File: src/rtl/cpu_ctrl_gen2_if.sv
// Bus between the cpu_ctrl_gen2 control unit and the instruction memory, data memory,
// register file and ALU of the simple CPU core.
interface cpu_ctrl_gen2_if #(
  parameter int unsigned PC_W = 16,
  parameter int unsigned DA_W = 8,
  parameter int unsigned RA_W = 4
);
  logic [15:0]     inst;
  logic [PC_W-1:0] progcntr;
  logic            fetch;
  logic [DA_W-1:0] D_addr;
  logic            D_rd;
  logic            D_wr;
  logic            D_ready;
  logic [7:0]      RF_W_data;
  logic            RF_s1;
  logic            RF_s0;
  logic [RA_W-1:0] RF_W_addr;
  logic            RF_W_wr;
  logic [RA_W-1:0] RF_Rp_addr;
  logic [RA_W-1:0] RF_Rq_addr;
  logic            RF_Rp_rd;
  logic            RF_Rq_rd;
  logic            RF_Rp_zero;
  logic            alu_s1;
  logic            alu_s0;
  logic            halted;
  logic [1:0]      trap;

  modport master (
    input  inst, D_ready, RF_Rp_zero,
    output progcntr, fetch, D_addr, D_rd, D_wr, RF_W_data, RF_s1, RF_s0, RF_W_addr, RF_W_wr,
           RF_Rp_addr, RF_Rq_addr, RF_Rp_rd, RF_Rq_rd, alu_s1, alu_s0, halted, trap
  );

  modport slave (
    output inst, D_ready, RF_Rp_zero,
    input  progcntr, fetch, D_addr, D_rd, D_wr, RF_W_data, RF_s1, RF_s0, RF_W_addr, RF_W_wr,
           RF_Rp_addr, RF_Rq_addr, RF_Rp_rd, RF_Rq_rd, alu_s1, alu_s0, halted, trap
  );
endinterface

File: src/rtl/cpu_ctrl_gen2.sv
// Second-generation control unit: fetch/decode/sequence of the 16-bit instruction set,
// with a data-memory ready handshake, timeout and HALT/illegal-opcode trapping.
module cpu_ctrl_gen2 #(
  parameter int unsigned PC_W     = 16,
  parameter int unsigned DA_W     = 8,
  parameter int unsigned RA_W     = 4,
  parameter int unsigned WAIT_MAX = 15
) (
  input logic             clk,
  input logic             rst,
  cpu_ctrl_gen2_if.master bus
);

  localparam int unsigned WW = $clog2(WAIT_MAX + 1);
  localparam logic [WW-1:0] WaitLast = WW'(WAIT_MAX - 1);

  localparam logic [3:0] OpLoad  = 4'h0;
  localparam logic [3:0] OpStore = 4'h1;
  localparam logic [3:0] OpAdd   = 4'h2;
  localparam logic [3:0] OpLdc   = 4'h3;
  localparam logic [3:0] OpSub   = 4'h4;
  localparam logic [3:0] OpJmpz  = 4'h5;
  localparam logic [3:0] OpNop   = 4'he;
  localparam logic [3:0] OpHalt  = 4'hf;

  typedef enum logic [3:0] {
    StInit, StFetch, StDecode, StLoad, StStore, StAlu, StLdc, StJmpz, StStop
  } state_e;

  state_e          state_q, state_d;
  logic [PC_W-1:0] pc_q, pc_d;
  logic [15:0]     ir_q, ir_d;
  logic [WW-1:0]   wait_q, wait_d;
  logic [1:0]      trap_q, trap_d;

  logic [3:0]      opcode;
  logic [RA_W-1:0] ra, rb, rc;
  logic [PC_W-1:0] off_sext;

  assign opcode   = ir_q[15:12];
  assign ra       = RA_W'(ir_q[11:8]);
  assign rb       = RA_W'(ir_q[7:4]);
  assign rc       = RA_W'(ir_q[3:0]);
  assign off_sext = PC_W'($signed(ir_q[7:0]));

  always_ff @(posedge clk or posedge rst) begin
    if (rst) begin
      state_q <= StInit;
      pc_q    <= '0;
      ir_q    <= '0;
      wait_q  <= '0;
      trap_q  <= 2'b00;
    end else begin
      state_q <= state_d;
      pc_q    <= pc_d;
      ir_q    <= ir_d;
      wait_q  <= wait_d;
      trap_q  <= trap_d;
    end
  end

  always_comb begin
    state_d = state_q;
    pc_d    = pc_q;
    ir_d    = ir_q;
    wait_d  = wait_q;
    trap_d  = trap_q;

    bus.progcntr   = pc_q;
    bus.fetch      = 1'b0;
    bus.D_addr     = '0;
    bus.D_rd       = 1'b0;
    bus.D_wr       = 1'b0;
    bus.RF_W_data  = '0;
    bus.RF_s1      = 1'b0;
    bus.RF_s0      = 1'b0;
    bus.RF_W_addr  = '0;
    bus.RF_W_wr    = 1'b0;
    bus.RF_Rp_addr = '0;
    bus.RF_Rq_addr = '0;
    bus.RF_Rp_rd   = 1'b0;
    bus.RF_Rq_rd   = 1'b0;
    bus.alu_s1     = 1'b0;
    bus.alu_s0     = 1'b0;
    bus.halted     = 1'b0;
    bus.trap       = trap_q;

    unique case (state_q)
      StInit: state_d = StFetch;
      StFetch: begin
        bus.fetch = 1'b1;
        ir_d      = bus.inst;
        pc_d      = pc_q + PC_W'(1);
        state_d   = StDecode;
      end
      StDecode: begin
        case (opcode)
          OpLoad:  begin state_d = StLoad;  wait_d = '0; end
          OpStore: begin state_d = StStore; wait_d = '0; end
          OpAdd, OpSub: state_d = StAlu;
          OpLdc:   state_d = StLdc;
          OpJmpz:  state_d = StJmpz;
          OpNop:   state_d = StFetch;
          OpHalt:  begin state_d = StStop; trap_d = 2'b01; end
          default: begin state_d = StStop; trap_d = 2'b10; end
        endcase
      end
      StLoad, StStore: begin
        bus.D_addr = DA_W'(ir_q[7:0]);
        if (state_q == StLoad) begin
          bus.D_rd      = 1'b1;
          bus.RF_s0     = 1'b1;
          bus.RF_W_addr = ra;
          bus.RF_W_wr   = bus.D_ready;
        end else begin
          bus.D_wr       = 1'b1;
          bus.RF_Rp_addr = ra;
          bus.RF_Rp_rd   = 1'b1;
        end
        if (bus.D_ready) begin
          state_d = StFetch;
        end else if (wait_q == WaitLast) begin
          state_d = StStop;
          trap_d  = 2'b11;
        end else begin
          wait_d = wait_q + WW'(1);
        end
      end
      StAlu: begin
        bus.RF_Rp_addr = rb;
        bus.RF_Rq_addr = rc;
        bus.RF_Rp_rd   = 1'b1;
        bus.RF_Rq_rd   = 1'b1;
        bus.alu_s0     = (opcode == OpAdd);
        bus.alu_s1     = (opcode == OpSub);
        bus.RF_W_addr  = ra;
        bus.RF_W_wr    = 1'b1;
        state_d        = StFetch;
      end
      StLdc: begin
        bus.RF_s1     = 1'b1;
        bus.RF_W_data = ir_q[7:0];
        bus.RF_W_addr = ra;
        bus.RF_W_wr   = 1'b1;
        state_d       = StFetch;
      end
      StJmpz: begin
        bus.RF_Rp_addr = ra;
        bus.RF_Rp_rd   = 1'b1;
        // pc_q already points past the JMPZ, so step back one before adding the offset.
        if (bus.RF_Rp_zero) pc_d = pc_q - PC_W'(1) + off_sext;
        state_d = StFetch;
      end
      StStop: bus.halted = 1'b1;
      default: state_d = StInit;
    endcase
  end

endmodule

File: src/flat_wrapper.sv
// flat-port wrapper written by rule: the top's interface ports become plain ports
module cpu_ctrl_gen2_flat 
#(
  parameter int unsigned PC_W     = 16,
  parameter int unsigned DA_W     = 8,
  parameter int unsigned RA_W     = 4,
  parameter int unsigned WAIT_MAX = 15
)
  (clk, rst, bus_inst, bus_D_ready, bus_RF_Rp_zero, bus_progcntr, bus_fetch, bus_D_addr, bus_D_rd, bus_D_wr, bus_RF_W_data, bus_RF_s1, bus_RF_s0, bus_RF_W_addr, bus_RF_W_wr, bus_RF_Rp_addr, bus_RF_Rq_addr, bus_RF_Rp_rd, bus_RF_Rq_rd, bus_alu_s1, bus_alu_s0, bus_halted, bus_trap);
  cpu_ctrl_gen2_if #(.PC_W(PC_W), .DA_W(DA_W), .RA_W(RA_W)) bus_i ();
  input logic clk;
  input logic rst;
  input wire logic [$bits(bus_i.inst)-1:0] bus_inst;
  input wire logic [$bits(bus_i.D_ready)-1:0] bus_D_ready;
  input wire logic [$bits(bus_i.RF_Rp_zero)-1:0] bus_RF_Rp_zero;
  output wire logic [$bits(bus_i.progcntr)-1:0] bus_progcntr;
  output wire logic [$bits(bus_i.fetch)-1:0] bus_fetch;
  output wire logic [$bits(bus_i.D_addr)-1:0] bus_D_addr;
  output wire logic [$bits(bus_i.D_rd)-1:0] bus_D_rd;
  output wire logic [$bits(bus_i.D_wr)-1:0] bus_D_wr;
  output wire logic [$bits(bus_i.RF_W_data)-1:0] bus_RF_W_data;
  output wire logic [$bits(bus_i.RF_s1)-1:0] bus_RF_s1;
  output wire logic [$bits(bus_i.RF_s0)-1:0] bus_RF_s0;
  output wire logic [$bits(bus_i.RF_W_addr)-1:0] bus_RF_W_addr;
  output wire logic [$bits(bus_i.RF_W_wr)-1:0] bus_RF_W_wr;
  output wire logic [$bits(bus_i.RF_Rp_addr)-1:0] bus_RF_Rp_addr;
  output wire logic [$bits(bus_i.RF_Rq_addr)-1:0] bus_RF_Rq_addr;
  output wire logic [$bits(bus_i.RF_Rp_rd)-1:0] bus_RF_Rp_rd;
  output wire logic [$bits(bus_i.RF_Rq_rd)-1:0] bus_RF_Rq_rd;
  output wire logic [$bits(bus_i.alu_s1)-1:0] bus_alu_s1;
  output wire logic [$bits(bus_i.alu_s0)-1:0] bus_alu_s0;
  output wire logic [$bits(bus_i.halted)-1:0] bus_halted;
  output wire logic [$bits(bus_i.trap)-1:0] bus_trap;
  assign bus_i.inst = bus_inst;
  assign bus_i.D_ready = bus_D_ready;
  assign bus_i.RF_Rp_zero = bus_RF_Rp_zero;
  assign bus_progcntr = bus_i.progcntr;
  assign bus_fetch = bus_i.fetch;
  assign bus_D_addr = bus_i.D_addr;
  assign bus_D_rd = bus_i.D_rd;
  assign bus_D_wr = bus_i.D_wr;
  assign bus_RF_W_data = bus_i.RF_W_data;
  assign bus_RF_s1 = bus_i.RF_s1;
  assign bus_RF_s0 = bus_i.RF_s0;
  assign bus_RF_W_addr = bus_i.RF_W_addr;
  assign bus_RF_W_wr = bus_i.RF_W_wr;
  assign bus_RF_Rp_addr = bus_i.RF_Rp_addr;
  assign bus_RF_Rq_addr = bus_i.RF_Rq_addr;
  assign bus_RF_Rp_rd = bus_i.RF_Rp_rd;
  assign bus_RF_Rq_rd = bus_i.RF_Rq_rd;
  assign bus_alu_s1 = bus_i.alu_s1;
  assign bus_alu_s0 = bus_i.alu_s0;
  assign bus_halted = bus_i.halted;
  assign bus_trap = bus_i.trap;
  cpu_ctrl_gen2 #(.PC_W(PC_W), .DA_W(DA_W), .RA_W(RA_W), .WAIT_MAX(WAIT_MAX)) u_core (.clk(clk), .rst(rst), .bus(bus_i));
endmodule
File: config.mk
export PLATFORM = sky130hd
export DESIGN_NAME = cpu_ctrl_gen2_flat
export DESIGN_NICKNAME = d
export VERILOG_FILES = /design/src/rtl/cpu_ctrl_gen2_if.sv /design/src/rtl/cpu_ctrl_gen2.sv /design/src/flat_wrapper.sv
export SDC_FILE = /design/constraint.sdc
export NUM_CORES = 1
export LEC_CHECK = 0
export BUFFER_PORTS_ARGS = -buffer_cell sky130_fd_sc_hd__buf_2
export CAP_MARGIN = 20
export CORE_MARGIN = 4
export CORE_UTILIZATION = 45
export CTS_CLUSTER_SIZE = 10
export DETAILED_ROUTE_END_ITERATION = 10
export MAX_ROUTING_LAYER = met4
export PLACE_DENSITY = 0.71
export SLEW_MARGIN = 20
export SYNTH_ARGS = -nofsm -noshare
export SYNTH_HDL_FRONTEND = slang
export SYNTH_SLANG_ARGS = --single-unit
File: constraint.sdc
create_clock -name clk -period 3.2 [get_ports clk]
set_clock_uncertainty 0.05 [all_clocks]
set_input_delay 0.48 -clock clk [delete_from_list [all_inputs] [get_ports clk]]
set_output_delay 0.48 -clock clk [all_outputs]
set_load 0.02 [all_outputs]
==> results.sh <==
export IMPL_run_status="completed"
export IMPL_path_class="flip-flop to flip-flop"
export IMPL_dp_hpwl_um=7260
export IMPL_clockBufferDepth=2
export IMPL_grt_pass1_wl_um=15500
export IMPL_numCtsBuffers=5
export IMPL_setup_viol=0
export IMPL_max_freq_mhz=350
export IMPL_grt_max_degree=43
export IMPL_grt_total_usage_pct=21.9
export IMPL_ys_seq_elements=42
export IMPL_critical_path_top_delay_family="compound AO/OA/AOI/OAI gates"
export IMPL_drc=0
export IMPL_dieHeight_um=96.3
export IMPL_rows=31
export IMPL_htree_levels=2
export IMPL_initial_core_util_pct=47.3
export IMPL_rsz0062_at_grt="no"
export IMPL_layout_common_cells="buf_2, inv_1, nand2_1"
export IMPL_io_pins=77
export IMPL_max_stage_delay_ps=430
export IMPL_postCtsSetupRepairBufs=0
export IMPL_worstPathMaxFanout=10
export IMPL_ys_warn_count=0
export IMPL_crit_buf_inv=2
export IMPL_synthCells=454
export IMPL_place_congestion=0.865
export IMPL_first_iter_violations=228
export IMPL_antenna_cells=0
export IMPL_cts_resized=0
export IMPL_core_area_um2=7410
export IMPL_via_per_inst=5.57
export IMPL_antenna_found_initial=0
export IMPL_crit_chain="inv_1 > ha_1 > inv_1 > ha_1 > a21o_1 > a31o_1 > or3_2 > o21ai_0 > xor2_1 > o22ai_1"
export IMPL_final_common_cell="buf_2"
export IMPL_die_w_um=96.3
export IMPL_routed_wl_um=9500
export IMPL_path_clk_slew_ps=90
export IMPL_area_growth_pct=15.2
export IMPL_antenna_left=0
export IMPL_synth_avg_cell_area_um2=7.72
export IMPL_cts_tree="yes"
export IMPL_start_kind="flip-flop"
export IMPL_relSlewSlack_pct=57.7
export IMPL_root_buffer="clkbuf_8"
export IMPL_ys_flop_type="dfrtp_1"
export IMPL_grt_overflow=0
export IMPL_slowest_stage="dfrtp_1"
export IMPL_min_path_type="input pin to asynchronous set/reset pin"
export IMPL_cp_data_arrival_time_ps=2990
export IMPL_ys_seq_area_share_pct=30.0
export IMPL_wire_per_inst_um=15.3
export IMPL_vias=3446
export IMPL_slew_violations=0
export IMPL_critPathCaptureType="flip-flop"
export IMPL_finalSetupTns_ps=0
export IMPL_postCtsHoldBufs=0
export IMPL_synth_edff_count=0
export IMPL_clock_latency_ps=310
export IMPL_dr_pass1_iters=5
export IMPL_ys_async_sr_fraction_pct=100
export IMPL_grt_pass1_vias=3288
export IMPL_syn_nets=507
export IMPL_hold_viol_final=0
export IMPL_fin_crit_sh_pct=89.2
export IMPL_syn_cell_area_um2=3510
export IMPL_dieArea_um2=9270
export IMPL_required_ps=3340
export IMPL_min_period_ps=2850
export IMPL_nets=572
export IMPL_worstMarginPinSlew_ps=633
export IMPL_clock_sinks=42
export IMPL_max_cap_violations=0
export IMPL_drive_gt1_share_pct=19.2
export IMPL_synth_cell_type_count=61
export IMPL_n_fill_cell=728
export IMPL_place_port_buffers=76
layout make-up:
| class | instances | area [µm²] | share of cell area, % |
|---|---|---|---|
| Clock buffer | 6 | 82.6 | 2.04 |
| Clock inverter | 2 | 12.5 | 0.310 |
| Inverter | 59 | 221 | 5.48 |
| Multi-Input combinational cell | 332 | 2140 | 53.1 |
| Sequential cell | 42 | 1050 | 26.0 |
| Tap cell | 99 | 124 | 3.07 |
| Timing Repair Buffer | 79 | 403 | 9.98 |
through the flow:
step / cells / util [%] / instance area [µm²] / hold WS [ps] / worst slack [ps]
2_1_floorplan: 454 / - / 3510 / 410 / 515
4_1_cts: 619 / 54.5 / 4040 / 270 / 366
6_report: 619 / 54.5 / 4040 / 250 / 345
3_3_place_gp: 611 / 53.2 / 3940 / 445 / 450
3_5_place_dp: 611 / 53.2 / 3940 / 444 / 396
5_1_grt: 619 / 54.5 / 4040 / 293 / 154
cell families (layout without fill, tap and decap cells):
family	count (synthesis)	in the layout	synth area share [%]
buffers and inverters	80	146	8.85
muxes	4	4	1.18
AOI/OAI and AO/OA	116	116	20.9
DFF	42	42	30.0
adders and majority gates	33	33	12.0
and+or+nand+nor	164	164	23.4
xor gates and xnor gates	15	15	3.75
state kept, by name, summed over array words and instances, names as in the netlist:
signal,count
u_core.bus.trap,2
u_core.ir_q,16
u_core.wait_q,4
u_core.state_q,4
u_core.bus.progcntr,16
layer usage:
layer / global-route usage (%) / vias to the layer above / share of wire (%) / wire length, µm
met5: - / - / 0 / 0
met4: 5.69 / 0 / 1.7 / 158
met3: 2.81 / 14 / 7.1 / 671
met2: 34.6 / 140 / 45 / 4290
met1: 29.6 / 1596 / 46 / 4380
li1: - / 1696 / - / -
path summary, 6_finish.rpt:
kind,cells past startpoint,slack [ps],end,start
worst max register to register,10,350,u_core.bus.progcntr[13],u_core.ir_q[7]
worst min register to register,2,470,u_core.ir_q[10],u_core.ir_q[10]
min in group clk,3,310,u_core.ir_q[10],bus_inst[10]
max in group asynchronous,3,2480,u_core.ir_q[2],rst
worst min-delay path,3,250,u_core.bus.progcntr[15],rst
worst max-delay path,10,350,u_core.bus.progcntr[13],u_core.ir_q[7]
worst register-to-register path: cells and delay by family (launching register included):
family                   cells  cell delay, ps
XOR/XNOR                     1             170
adder cells (fa/ha/maj)      2             580
AO/OA/AOI/OAI                4             770
flip-flops                   1             430
AND/OR/NAND/NOR              1             420
buffers and inverters        2             330
synthesized netlist by cell type, types with 2 or more instances:
cell / number / area [µm²]
nor2_1: 35 / 131
and3_1: 12 / 75.1
nand2b_1: 6 / 37.5
nand3_1: 8 / 40.0
nand2_1: 54 / 203
nor3_1: 13 / 65.1
ha_1: 32 / 400
inv_1: 58 / 218
nand4_1: 6 / 37.5
or3_1: 2 / 12.5
o31ai_1: 2 / 15.0
xor2_1: 8 / 70.1
dfrtp_1: 42 / 1050
o22ai_1: 7 / 43.8
clkbuf_1: 15 / 56.3
mux2i_1: 3 / 30.0
buf_2: 5 / 25.0
a21o_1: 10 / 75.1
a21oi_1: 33 / 165
nor4_1: 4 / 25.0
xnor2_1: 7 / 61.3
o21ai_0: 29 / 145
o21bai_1: 2 / 15.0
o21a_1: 2 / 15.0
a211oi_1: 2 / 15.0
a22oi_1: 4 / 30.0
nor2b_1: 6 / 37.5
and2_1: 6 / 37.5
a31oi_1: 9 / 56.3
Power is left out: the tool's default activity adds up to more than one toggle a clock period on the data nets, which glitch-free logic cannot reach.
